`config.mk`:
```
export PLATFORM = sky130hd
export DESIGN_NAME = mdu_issue_scheduler
export DESIGN_NICKNAME = d
export VERILOG_FILES = /design/src/rtl/mdu_issue_scheduler.sv
export SDC_FILE = /design/constraint.sdc
export NUM_CORES = 1
export LEC_CHECK = 0
export BUFFER_PORTS_ARGS = -buffer_cell sky130_fd_sc_hd__buf_4
export CAP_MARGIN = 15
export CORE_ASPECT_RATIO = 1.1
export CORE_MARGIN = 2
export CORE_UTILIZATION = 55
export CTS_BUF_LIST = sky130_fd_sc_hd__clkbuf_4
export CTS_CLUSTER_DIAMETER = 200
export DETAILED_ROUTE_END_ITERATION = 12
export PLACE_DENSITY_LB_ADDON = 0.12
export SLEW_MARGIN = 20
export SYNTH_ARGS = -nofsm -noshare
export SYNTH_HDL_FRONTEND = slang
export SYNTH_SLANG_ARGS = --single-unit
```
`constraint.sdc`:
```
create_clock -name clk -period 1.77 [get_ports clk]
set_input_delay 0.0885 -clock clk [delete_from_list [all_inputs] [get_ports clk]]
set_output_delay 0.0885 -clock clk [all_outputs]
set_load 0.02 [all_outputs]
```
`src/rtl/mdu_issue_scheduler.sv`:
```
// mdu_issue_scheduler: two-requester issue arbiter for a shared multiply/divide
// unit. It tracks the MDU's single writeback port with a reservation shift
// vector. Each op claims two consecutive writeback slots (Hi, then Lo). An op
// is accepted only when both of its slots are free. Two requesters are served
// round-robin.
//
// Optional feature: define MDU_DIV_SERIAL_EN to model a non-pipelined divider.
// A div is then accepted only when no earlier div is still in flight. Mul ops
// are not affected by this option.
//
// Handshake: req_valid[i] presents an op from requester i. req_grant[i] is a
// same-cycle, combinational acceptance. An op counts as issued in exactly the
// cycle where req_valid[i] and req_grant[i] are both high. A requester that
// is not granted keeps its request asserted and retries in a later cycle.

module mdu_issue_scheduler #(
   parameter int MUL_LAT = 5,   // issue -> Hi writeback for mult/multu
   parameter int DIV_LAT = 20   // issue -> Hi writeback for div/divu, > MUL_LAT+1
) (
   input  logic       clk,
   input  logic       rst,          // asynchronous, active-low
   input  logic       flush,        // synchronous, active-high
   input  logic [1:0] req_valid,
   input  logic [1:0] req_is_div,
   output logic [1:0] req_grant,
   output logic       issue_valid,
   output logic       issue_sel,
   output logic       issue_is_div,
   output logic       wb_busy,
   output logic       div_inflight
);

   localparam int RW = DIV_LAT + 2;
   localparam int CW = $clog2(DIV_LAT + 2);

   // The new op's two slots are written one position lower because the
   // whole vector shifts down by one on the same edge.
   localparam logic [RW-1:0] MUL_MASK = RW'(3) << (MUL_LAT - 1);
   localparam logic [RW-1:0] DIV_MASK = RW'(3) << (DIV_LAT - 1);
   localparam logic [CW-1:0] DIV_LOAD = CW'(DIV_LAT + 1);

   logic [RW-1:0] resv;       // resv[k]: writeback port busy k cycles from now
   logic [CW-1:0] div_cnt;    // cycles left until the newest div's Lo writeback
   logic          rr;         // preferred requester
   logic [1:0]    fits;
   logic [1:0]    div_ok;
   logic [1:0]    elig;
   logic [RW-1:0] new_bits;

   // Slot fit per requester: both target writeback cycles must be free.
   always_comb begin
      fits = 2'b00;
      for (int i = 0; i < 2; i++) begin
         if (req_is_div[i]) begin
            fits[i] = ~resv[DIV_LAT] & ~resv[DIV_LAT+1];
         end else begin
            fits[i] = ~resv[MUL_LAT] & ~resv[MUL_LAT+1];
         end
      end
   end

`ifdef MDU_DIV_SERIAL_EN
   // A serial divider accepts a new div only after the previous one has
   // written back Lo.
   assign div_ok = ~req_is_div | {2{div_cnt == '0}};
`else
   assign div_ok = 2'b11;
`endif

   // Reset and flush suppress every grant.
   assign elig = req_valid & fits & div_ok & {2{rst & ~flush}};

   // Round-robin pick: the preferred requester first, then the other one.
   always_comb begin
      req_grant = 2'b00;
      if (elig[rr]) begin
         req_grant[rr] = 1'b1;
      end else if (elig[~rr]) begin
         req_grant[~rr] = 1'b1;
      end
   end

   assign issue_valid  = |req_grant;
   assign issue_sel    = req_grant[1];
   assign issue_is_div = issue_valid & req_is_div[issue_sel];
   assign new_bits     = issue_valid ? (issue_is_div ? DIV_MASK : MUL_MASK) : '0;

   assign wb_busy      = resv[0];
   // The issue cycle itself counts as in flight. The counter covers the
   // cycles after issue, through the Lo writeback.
   assign div_inflight = (div_cnt != '0) | issue_is_div;

   // Reservation vector: shift one slot per cycle and add the new op's slots.
   // A flush drops all outstanding reservations.
   always_ff @(posedge clk or negedge rst) begin
      if (!rst) begin
         resv <= '0;
      end else if (flush) begin
         resv <= '0;
      end else begin
         resv <= (resv >> 1) | new_bits;
      end
   end

   // Div tracking: reload on each div issue. The newest div always finishes
   // last, so reloading never shortens the in-flight window.
   always_ff @(posedge clk or negedge rst) begin
      if (!rst) begin
         div_cnt <= '0;
      end else if (flush) begin
         div_cnt <= '0;
      end else if (issue_is_div) begin
         div_cnt <= DIV_LOAD;
      end else if (div_cnt != '0) begin
         div_cnt <= div_cnt - 1'b1;
      end
   end

   // Round-robin pointer: after a grant it moves to the other requester, and
   // it holds when nothing is granted. Flush leaves it untouched.
   always_ff @(posedge clk or negedge rst) begin
      if (!rst) begin
         rr <= 1'b0;
      end else if (issue_valid) begin
         rr <= ~issue_sel;
      end
   end

endmodule

```
==> PnR_summary.wiki, run 1 <==
{| class="wikitable"
! Metric !! Value
|-
| Count of filler cells inserted in the layout || 157
|-
| Power density over the cells || 1040 nW/um^2
|-
| Number of buffers created by CTS || 3
|-
| Crit Path Class || reg2out
|-
| Number of H-tree branching levels || 1
|-
| Slew HR || 57.98%
|-
| Final Max Slew Viols || 0
|-
| Footprint of the multi-input gates || 457.9 um^2
|-
| Run status || complete, but fails checks
|-
| Final worst path period share || 104.8%
|-
| Placeable core region || 2021 um^2
|-
| First-pass detailed-route iteration total || 4
|-
| Main combinational cell family by area after synthesis || simple AND/OR/NAND/NOR gates
|-
| Upper clock frequency limit || 0.5393 GHz
|-
| Mux cell area share after synthesis || 1.700%
|-
| List of cells traversed by the critical path || or3_4 > a211oi_4 > o21a_4 > nand2_2 > buf_6
|-
| Post-DR vias/cell || 5.160
|-
| Critical Path Source Type || register
|-
| Register bit total from synthesis || 27
|-
| Total Routing Usage GR || 17.87%
|-
| Req. time, crit path || 1680 ps
|-
| Unrepaired setup endpoints after global routing || yes
|-
| Starting density of the core || 58.27%
|-
| Clk_lat worst skew || 320 ps
|-
| Largest net degree at the start of global routing || 29
|-
| Final hold viol count || 0
|-
| Hold WC Path Type || in2reg
|-
| Setup clock skew after layout || 2.170 ps
|-
| Wire length of the first global-routing pass || 3153 um
|-
| Min Hold Slack || 126.8 ps
|-
| Actual transition at the worst max-transition pin || 628.2 ps
|-
| Crit path arrival time || 1770 ps
|-
| Antenna diodes || 0
|-
| Cell taking the most area after synthesis || dfrtp_1
|-
| Via count || 774
|-
| Share of synthesized cell area in full adder, half adder and majority cells || 2.125%
|-
| Post-route cell area || 1421 um^2
|-
| Sequential element share of the synthesized area || 57.39%
|-
| Setup Viol. Count Final || 5
|-
| Floorplan die height || 52.53 um
|-
| Leakage || 0.0006861 uW
|-
| Maximum single-stage delay on the critical path || 410 ps
|-
| Routed WL || 1903 um
|-
| Via count of the first global-routing pass || 747
|-
| Final net count || 132
|-
| Clock Path Buffers || 2
|-
| Bufs and invs on worst path || 1
|-
| Setup ws final || -84.31 ps
|-
| Synthesized net count || 108
|-
| Average routed wire per standard cell || 12.69 um
|-
| Slowest library cell on the worst path || or3_4
|-
| Compound-cell area share of the yosys netlist || 11.26%
|-
| MaxCap Viol Count || 0
|-
| Post-route minimum period || 1854 ps
|-
| Share of post-route cells with drive strength above 1 || 29.51%
|-
| Clock tree from TritonCTS || done
|-
| Clock root buffer || clkbuf_4
|-
| Violated checks || setup timing
|-
| GRT overflow || 0
|-
| Detailed Place HPWL || 1187 um
|-
| XOR/XNOR share of the synthesized area || 2.232%
|-
| Family with the most delay on the worst path || simple AND/OR/NAND/NOR gates
|-
| Post-route DRC || 0
|-
| Fraction of post-synthesis cell area in the top cell type by area || 57.39%
|-
| Number of cell rows || 17
|-
| GP Congestion || 0.7989
|-
| Input/output buffers || 13
|-
| Placed instance area || 1297 um^2
|-
| Crit. End Element || primary output
|-
| Number of distinct standard cells referenced by the synthesized netlist || 31
|-
| Area Overhead vs Synth || 20.72%
|-
| Setup TNS after final layout || -255.7 ps
|-
| I/O pins || 14
|-
| FF+latch area || 675.6 um^2
|-
| Syn Std Cell Area || 1177 um^2
|-
| Number of antenna violations at the first check in global routing || 0
|-
| Most frequent standard cell in the layout excluding fill and tap cells || dfrtp_1
|-
| Peak supply drop || 0.0007889 V
|-
| Average cell area after synthesis || 11.89 um^2
|-
| Chip Width || 48.12 um
|-
| Top cells by area in the synthesized netlist || dfrtp_1 57%, nor2b_1 9.6%, xnor2_1 2.2%
|-
| Maximum net fanout on the critical path || 4
|-
| Post-Syn Instances || 99
|-
| Clk pin slew, worst setup/hold paths || 140 ps
|-
| Commonest cells after routing, fill and taps aside || 27 x dfrtp_1, 18 x nor2b_1, 17 x buf_4
|-
| Detailed Route Iter0 Violations || 10
|-
| Warnings, synthesis || 0
|-
| Clk sink count || 27
|-
| Fraction of the mapped netlist area in simple logic gates || 21.15%
|-
| Area of the die || 2527 um^2
|-
| Remaining number of nets flagged by the antenna check after routing || 0
|}
## power breakdown
group	internal [uW]	leakage [uW]	switching [uW]	total [uW]
Sequential	675	0.000366	64.5	740
Clock	86.4	0.0000139	178	264
Combinational	239	0.000306	236	475
Total	1000	0.000686	478	1480
## worst reg2reg max path: stages (launching register included)
cell and delay [ps]:
dfrtp_1 400, or3_4 410, a211oi_4 250, o21a_4 190, buf_4 110, buf_4 110, o21ai_0 80
## final timing paths
| check | cells after the start | slack, ps | end | start |
|---|---|---|---|---|
| worst max-delay path | 5 | -80 | div_inflight | resv[6] |
| min in group asynchronous | 2 | 310 | resv[5] | rst |
| max in group asynchronous | 3 | 830 | resv[8] | rst |
| worst min register to register | 1 | 480 | resv[7] | resv[8] |
| worst max register to register | 6 | 110 | resv[19] | resv[6] |
| worst min-delay path | 2 | 130 | div_cnt[3] | flush |
## layer usage
layer  global-route usage (%)  vias up  wire length (um)
li1                         -      370                 -
met1                    24.04      377               899
met2                    27.56       21               886
met3                    4.483        6                84
met4                    6.306        0                34
met5                        0        -                 0
## registers in the layout, summed over array words and instances, names as in the netlist
name	flops
rr	1
div_cnt	5
resv	21
## per-stage QoR
stage	total power [uW]	instances	setup WS, ps	utilization, %
2_1_floorplan	1080	99	141.0	-
3_3_place_gp	1173	137	116.7	64.21
3_5_place_dp	1181	137	75.36	64.21
4_1_cts	1478	148	-96.48	69.41
5_1_grt	1580	150	-150.5	70.34
6_report	1479	150	-84.31	70.34
## synth_stat cells
master,n
a211oi_4,1
a21o_1,1
a21oi_1,3
a311o_1,1
and3b_1,1
buf_1,1
buf_2,1
buf_4,1
clkbuf_1,1
dfrtp_1,27
ha_1,2
inv_1,6
inv_4,1
mux2i_1,2
nand2_1,4
nand2b_1,1
nand3b_1,1
nor2_1,5
nor2b_1,18
nor3_1,3
nor4_4,1
nor4b_4,1
o21a_1,1
o21a_4,1
o21ai_0,5
o21bai_1,1
o221ai_1,2
o31ai_1,1
or3_4,1
or3b_2,1
xnor2_1,3
## area by class of cell
cell class,count,area share (%)
clock buffer,3,1.585
sequential,27,47.54
tap,28,2.465
multi-input combinational,61,32.22
clock inverter,1,0.5282
timing repair buffer,23,13.64
inverter,7,2.025
## cells by family (layout without fill, tap and decap cells)
family | after synthesis | after routing
xor+xnor | 3 | 3
compound gates | 17 | 17
fa+ha+maj | 2 | 2
flops | 27 | 27
buf+inv | 11 | 34
mux | 2 | 2
simple gates | 37 | 37
## what timing repair did
item / in CTS / in global routing
cloned: 0 / 0
endpoints found under the hold margin: 27 / 0
buffers inserted: 6 / 2
pin swaps: 4 / 1
gates resized for setup: 6 / 3
endpoints found under the setup margin: 4 / 8
hold buffers: 1 / 0
Note: power is estimated with default switching activity, not from simulation.
==> run 2: changes to the inputs <==
Clock period 1.77 ns to 2 ns, I/O delays scaled along.
==> PnR_summary.wiki, run 2 (synthesis results as in run 1) <==
{| class="wikitable"
! Metric !! Value
|-
| Run status || finished, final reports clean
|-
| Crit. End Element || primary output
|-
| Register ranked first by flip-flop count || resv
|-
| Upper clock frequency limit || 0.5228 GHz
|-
| Final worst path period share || 95.63%
|-
| Most Used Layer, Global Route || met2
|-
| Maximum net fanout on the critical path || 5 (+1)
|-
| Area of the die || 2527 um^2 (unchanged)
|-
| List of cells traversed by the critical path || or3_4 > a211oi_4 > o21a_4 > nand2_1 > buf_4
|-
| Wire length of the first global-routing pass || 3125 um (-0.89%)
|-
| Most frequent standard cell in the layout excluding fill and tap cells || dfrtp_1
|-
| Antenna diodes || 0 (unchanged)
|-
| First-pass detailed-route iteration total || 4 (unchanged)
|-
| MaxCap Viol Count || 0 (unchanged)
|-
| Setup TNS after final layout || 0 ps (+255.7 ps)
|-
| Post-route minimum period || 1913 ps
|-
| Starting density of the core || 58.27% (unchanged)
|-
| Unrepaired setup endpoints after global routing || no
|-
| Clock Path Buffers || 2 (unchanged)
|-
| Detailed Place HPWL || 1249 um (+5.2%)
|-
| Peak supply drop || 0.0006997 V (-11%)
|-
| Setup Viol. Count Final || 0 (-5)
|-
| Via count of the first global-routing pass || 735 (-1.6%)
|-
| Placeable core region || 2021 um^2 (unchanged)
|-
| Chip Width || 48.12 um (unchanged)
|-
| Hold WC Path Type || in2reg
|-
| Area Overhead vs Synth || 15.52%
|-
| Bufs and invs on worst path || 1 (unchanged)
|-
| Floorplan die height || 52.53 um (unchanged)
|-
| Family with the most delay on the worst path || compound AO/OA/AOI/OAI gates
|-
| GP Congestion || 0.7982 (about the same)
|-
| Clk pin slew, worst setup/hold paths || 140 ps (about the same)
|-
| Largest net degree at the start of global routing || 29 (unchanged)
|-
| I/O pins || 14 (unchanged)
|-
| Clk_lat worst skew || 320 ps (about the same)
|-
| FF+latch area || 675.6 um^2 (unchanged)
|-
| Post-DR vias/cell || 5.193 (+0.64%)
|-
| Flip-flop count of the largest register, all copies and words added || 21 (unchanged)
|-
| Power density over the cells || 938.9 nW/um^2 (-9.8%)
|-
| Clk sink count || 27 (unchanged)
|-
| Footprint of the multi-input gates || 452.9 um^2 (-1.1%)
|-
| Average routed wire per standard cell || 12.81 um (+0.95%)
|-
| Final Max Slew Viols || 0 (unchanged)
|-
| Min Hold Slack || 139.9 ps (+13.04 ps)
|-
| Number of antenna violations at the first check in global routing || 0 (unchanged)
|-
| Final hold viol count || 0 (unchanged)
|-
| Leakage || 0.0006581 uW (-4.1%)
|-
| Crit Path Class || reg2out
|-
| Clock tree from TritonCTS || done
|-
| Largest registers in the final layout || resv x21, div_cnt x5, rr x1
|-
| Crit path arrival time || 1810 ps (+40 ps)
|-
| Total Routing Usage GR || 18.02% (+0.15 points)
|-
| Final net count || 127 (-3.8%)
|-
| Setup ws final || 87.35 ps (+171.7 ps)
|-
| Req. time, crit path || 1900 ps (+220 ps)
|-
| Share of post-route cells with drive strength above 1 || 23.93% (-5.6 points)
|-
| Slew HR || 68.36% (+10 points)
|-
| Number of H-tree branching levels || 1 (unchanged)
|-
| M1 GR Usage || 23.41% (-0.63 points)
|-
| Slowest library cell on the worst path || dfrtp_1
|-
| Met2 Usage GRT || 28.00% (+0.44 points)
|-
| Detailed Route Iter0 Violations || 6 (-4)
|-
| Worst setup slack before clock tree synthesis || 305.2 ps (+229.9 ps)
|-
| Clock root buffer || clkbuf_4
|-
| Remaining number of nets flagged by the antenna check after routing || 0 (unchanged)
|-
| Number of cell rows || 17 (unchanged)
|-
| Routed WL || 1857 um (-2.4%)
|-
| Via count || 753 (-2.7%)
|-
| Met3 Resource Use GR || 4.138% (-0.34 points)
|-
| Number of buffers created by CTS || 3 (unchanged)
|-
| Input/output buffers || 13 (unchanged)
|-
| Count of filler cells inserted in the layout || 157 (unchanged)
|-
| Commonest cells after routing, fill and taps aside || 27 x dfrtp_1, 18 x nor2b_1, 17 x buf_4
|-
| Setup clock skew after layout || 5.458 ps (+3.288 ps)
|-
| GRT overflow || 0 (unchanged)
|-
| Post-route DRC || 0 (unchanged)
|-
| Reg-to-reg setup timing slack || 370 ps (+260 ps)
|-
| Critical Path Source Type || register
|-
| Maximum single-stage delay on the critical path || 410 ps (about the same)
|-
| Actual transition at the worst max-transition pin || 472.5 ps (-155.7 ps)
|}
==> run 2: repair_timing <==
item,4_1_cts,5_1_grt
endpoints found under the setup margin,2,2
gates resized for setup,0,0
hold buffers,1,0
pin swaps,1,2
buffers inserted,1,2
endpoints found under the hold margin,27,0
==> run 2: area by class of cell <==
class                   count  share of cell area [%]
clock buffers               3                   1.656
inverters                   7                   2.116
flip-flops and latches     27                   49.68
multi-input cells          61                   33.30
repair buffers             18                   10.12
well taps                  28                   2.576
clock inverters             1                  0.5520
==> run 2: layer usage <==
layer,wire [um],part of all wire (%)
met1,913,49
met2,877,47
met3,52,2.8
met4,13,0.70
met5,0,0
==> run 2: worst paths after layout <==
kind                            cells after the start     start      endpoint
min in group asynchronous                           2       rst       resv[6]
worst min-delay path                                2     flush       resv[3]
worst max-delay path                                5   resv[6]  div_inflight
worst min register to register                      1  resv[14]      resv[13]
worst max register to register                      5   resv[6]    div_cnt[3]
max in group asynchronous                           3       rst      resv[17]
==> run 2: stage by stage <==
stage	total power [uW]	std cells	utilization [%]	area (um^2)
2_1_floorplan	956.0	99	-	1177
3_3_place_gp	1038	137	64.21	1297
3_5_place_dp	1050	137	64.21	1297
4_1_cts	1289	143	66.56	1345
5_1_grt	1367	145	67.31	1360
6_report	1277	145	67.31	1360
==> run 2: where the power goes <==
| group | internal, uW | switching (uW) |
|---|---|---|
| Clock | 76.4 | 158 |
| Combinational | 188 | 201 |
| Sequential | 597 | 56.5 |
| Total | 862 | 415 |
==> run 3: changes to the inputs <==
Settings changed: CTS_BUF_LIST sky130_fd_sc_hd__clkbuf_4 to default.
Clock period 2 ns to 2.25 ns, I/O delays scaled along.
==> PnR_summary.wiki, run 3 (synthesis results as in run 1) <==
{| class="wikitable"
! Metric !! Value
|-
| Remaining number of nets flagged by the antenna check after routing || 0 (unchanged)
|-
| Floorplan die height || 52.53 um (unchanged)
|-
| Via count || 706 (-6.2%)
|-
| First-pass detailed-route iteration total || 2 (-2)
|-
| Placeable core region || 2021 um^2 (unchanged)
|-
| Final Max Slew Viols || 0 (unchanged)
|-
| Area Overhead vs Synth || 12.97%
|-
| Register ranked first by flip-flop count || resv
|-
| Antenna diodes || 0 (unchanged)
|-
| MaxCap Viol Count || 0 (unchanged)
|-
| Critical Path Source Type || primary input
|-
| Area of the die || 2527 um^2 (unchanged)
|-
| Clk_lat worst skew || 320 ps (about the same)
|-
| Setup TNS after final layout || 0 ps (unchanged)
|-
| Detailed Route Iter0 Violations || 1 (-5)
|-
| Largest registers in the final layout || resv x21, div_cnt x5, rr x1
|-
| Clk pin slew, worst setup/hold paths || 150 ps (about the same)
|-
| Upper clock frequency limit || 0.4840 GHz
|-
| Register-to-Register Path Depth || 5 (unchanged)
|-
| Post-route DRC || 0 (unchanged)
|-
| Crit Path Class || in2out
|-
| Slew HR || 69.06% (+0.70 points)
|-
| Unrepaired setup endpoints after global routing || no
|-
| Input/output buffers || 13 (unchanged)
|-
| Chip Width || 48.12 um (unchanged)
|-
| Clk sink count || 27 (unchanged)
|-
| Run status || finished, final reports clean
|-
| Largest net degree at the start of global routing || 30 (+3.4%)
|-
| Maximum single-stage delay on the critical path || 530 ps (+120 ps)
|-
| Crit. End Element || primary output
|-
| Post-route minimum period || 2066 ps
|-
| Clock root buffer || clkbuf_4
|-
| Number of cell rows || 17 (unchanged)
|-
| Total Routing Usage GR || 16.64% (-1.4 points)
|-
| Post-DR vias/cell || 5.007 (-3.6%)
|-
| Routed WL || 1767 um (-4.8%)
|-
| Clock Path Buffers || 2 (unchanged)
|-
| Number of buffers created by CTS || 3 (unchanged)
|-
| Req. time, crit path || 2140 ps (+240 ps)
|-
| Most used cell, CP || buf_4
|-
| Clock tree from TritonCTS || done
|-
| Crit path arrival time || 1950 ps (+140 ps)
|-
| I/O pins || 14 (unchanged)
|-
| List of cells traversed by the critical path || dlygate4sd3_1 > buf_4 > nand3b_1 > a211oi_4 > o21a_4 > nand2_1 > buf_4
|-
| Flip-flop count of the largest register, all copies and words added || 21 (unchanged)
|-
| GRT overflow || 0 (unchanged)
|-
| Most frequent standard cell in the layout excluding fill and tap cells || dfrtp_1
|-
| Setup Viol. Count Final || 0 (unchanged)
|-
| Commonest cells after routing, fill and taps aside || 27 x dfrtp_1, 18 x nor2b_1, 13 x buf_4
|-
| Worst hold path stage count || 3 (+1)
|-
| Post-CTS Setup Bufs || 0 (-1)
|-
| Number of antenna violations at the first check in global routing || 0 (unchanged)
|-
| Wire length of the first global-routing pass || 2960 um (-5.3%)
|-
| Min Hold Slack || 147.1 ps (+7.212 ps)
|-
| Starting density of the core || 58.27% (unchanged)
|-
| Hold WC Path Type || in2reg
|-
| Detailed Place HPWL || 1191 um (-4.6%)
|-
| Peak supply drop || 0.0006296 V (-10%)
|-
| Maximum net fanout on the critical path || 29 (+24)
|-
| Slowest library cell on the worst path || dlygate4sd3_1
|-
| Final worst path period share || 91.83%
|-
| Average routed wire per standard cell || 12.53 um (-2.1%)
|-
| Final hold viol count || 0 (unchanged)
|-
| Leakage || 0.0006382 uW (-3.0%)
|-
| Number of H-tree branching levels || 1 (unchanged)
|-
| Actual transition at the worst max-transition pin || 462.1 ps (-10.47 ps)
|-
| Final net count || 123 (-3.1%)
|-
| Post-route total power || 1130 uW (-12%)
|-
| GP Congestion || 0.7645 (-4.2%)
|-
| Via count of the first global-routing pass || 714 (-2.9%)
|-
| Power density over the cells || 849.5 nW/um^2 (-9.5%)
|-
| Setup clock skew after layout || 4.709 ps (-0.7486 ps)
|-
| Share of post-route cells with drive strength above 1 || 21.24% (-2.7 points)
|}
[run 3: changes by cell type in the layout (fill, tap and decap cells not counted), sizes merged]
cell,change
buf,-4
[run 3: per-layer routing]
metal,share of wire [%],vias to the layer above,global-route usage [%]
li1,-,353,-
met1,50,339,21.18
met2,46,12,27.56
met3,3.1,2,3.103
met4,0.74,0,5.856
met5,0,-,0
[run 3: through the flow]
step / cell area, um^2 / setup slack (ps) / instances / util [%]
after floorplan: 1177 / 621.0 / 99 / -
after global placement: 1290 / 596.3 / 136 / 63.84
after detailed placement: 1290 / 546.9 / 136 / 63.84
after CTS: 1330 / 169.2 / 141 / 65.82
after global routing: 1330 / 2.390 / 141 / 65.82
final: 1330 / 183.9 / 141 / 65.82
[run 3: timing repair]
item	4_1_cts	5_1_grt
resized for setup	0	0
endpoints found under the setup margin	0	0
hold buffers	1	0
hold endpoints to repair	27	0
[run 3: worst max-delay path: cells and delay by family]
family	cells	cell delay, ps
and+or+nand+nor	2	310
AOI/OAI and AO/OA	2	490
buffers and inverters	3	1020
[run 3: cell type report]
| class | count | area (um^2) |
|---|---|---|
| Tap cell | 28 | 35.03 |
| Timing Repair Buffer | 14 | 107.6 |
| Sequential cell | 27 | 675.6 |
| Fill cell | 161 | 690.7 |
| Multi-Input combinational cell | 61 | 452.9 |
| Clock inverter | 1 | 7.507 |
| Inverter | 7 | 28.78 |
| Clock buffer | 3 | 22.52 |
[run 3: worst paths after layout]
kind / slack, ps / to / from
max: 180 / div_inflight / rst
max reg2reg: 530 / div_cnt[3] / resv[6]
min reg2reg: 480 / resv[13] / resv[14]
min: 150 / resv[5] / req_is_div[1]
max in group asynchronous: 1770 / resv[12] / rst
min in group asynchronous: 220 / rr / rst
[run 3: power by group]
part           leakage [uW]  internal (uW)  switching [uW]  total [uW]
combinational      0.000258            164             176         340
sequential         0.000366            531            50.3         581
clock             0.0000139           67.8             141         208
total              0.000638            763             367        1130
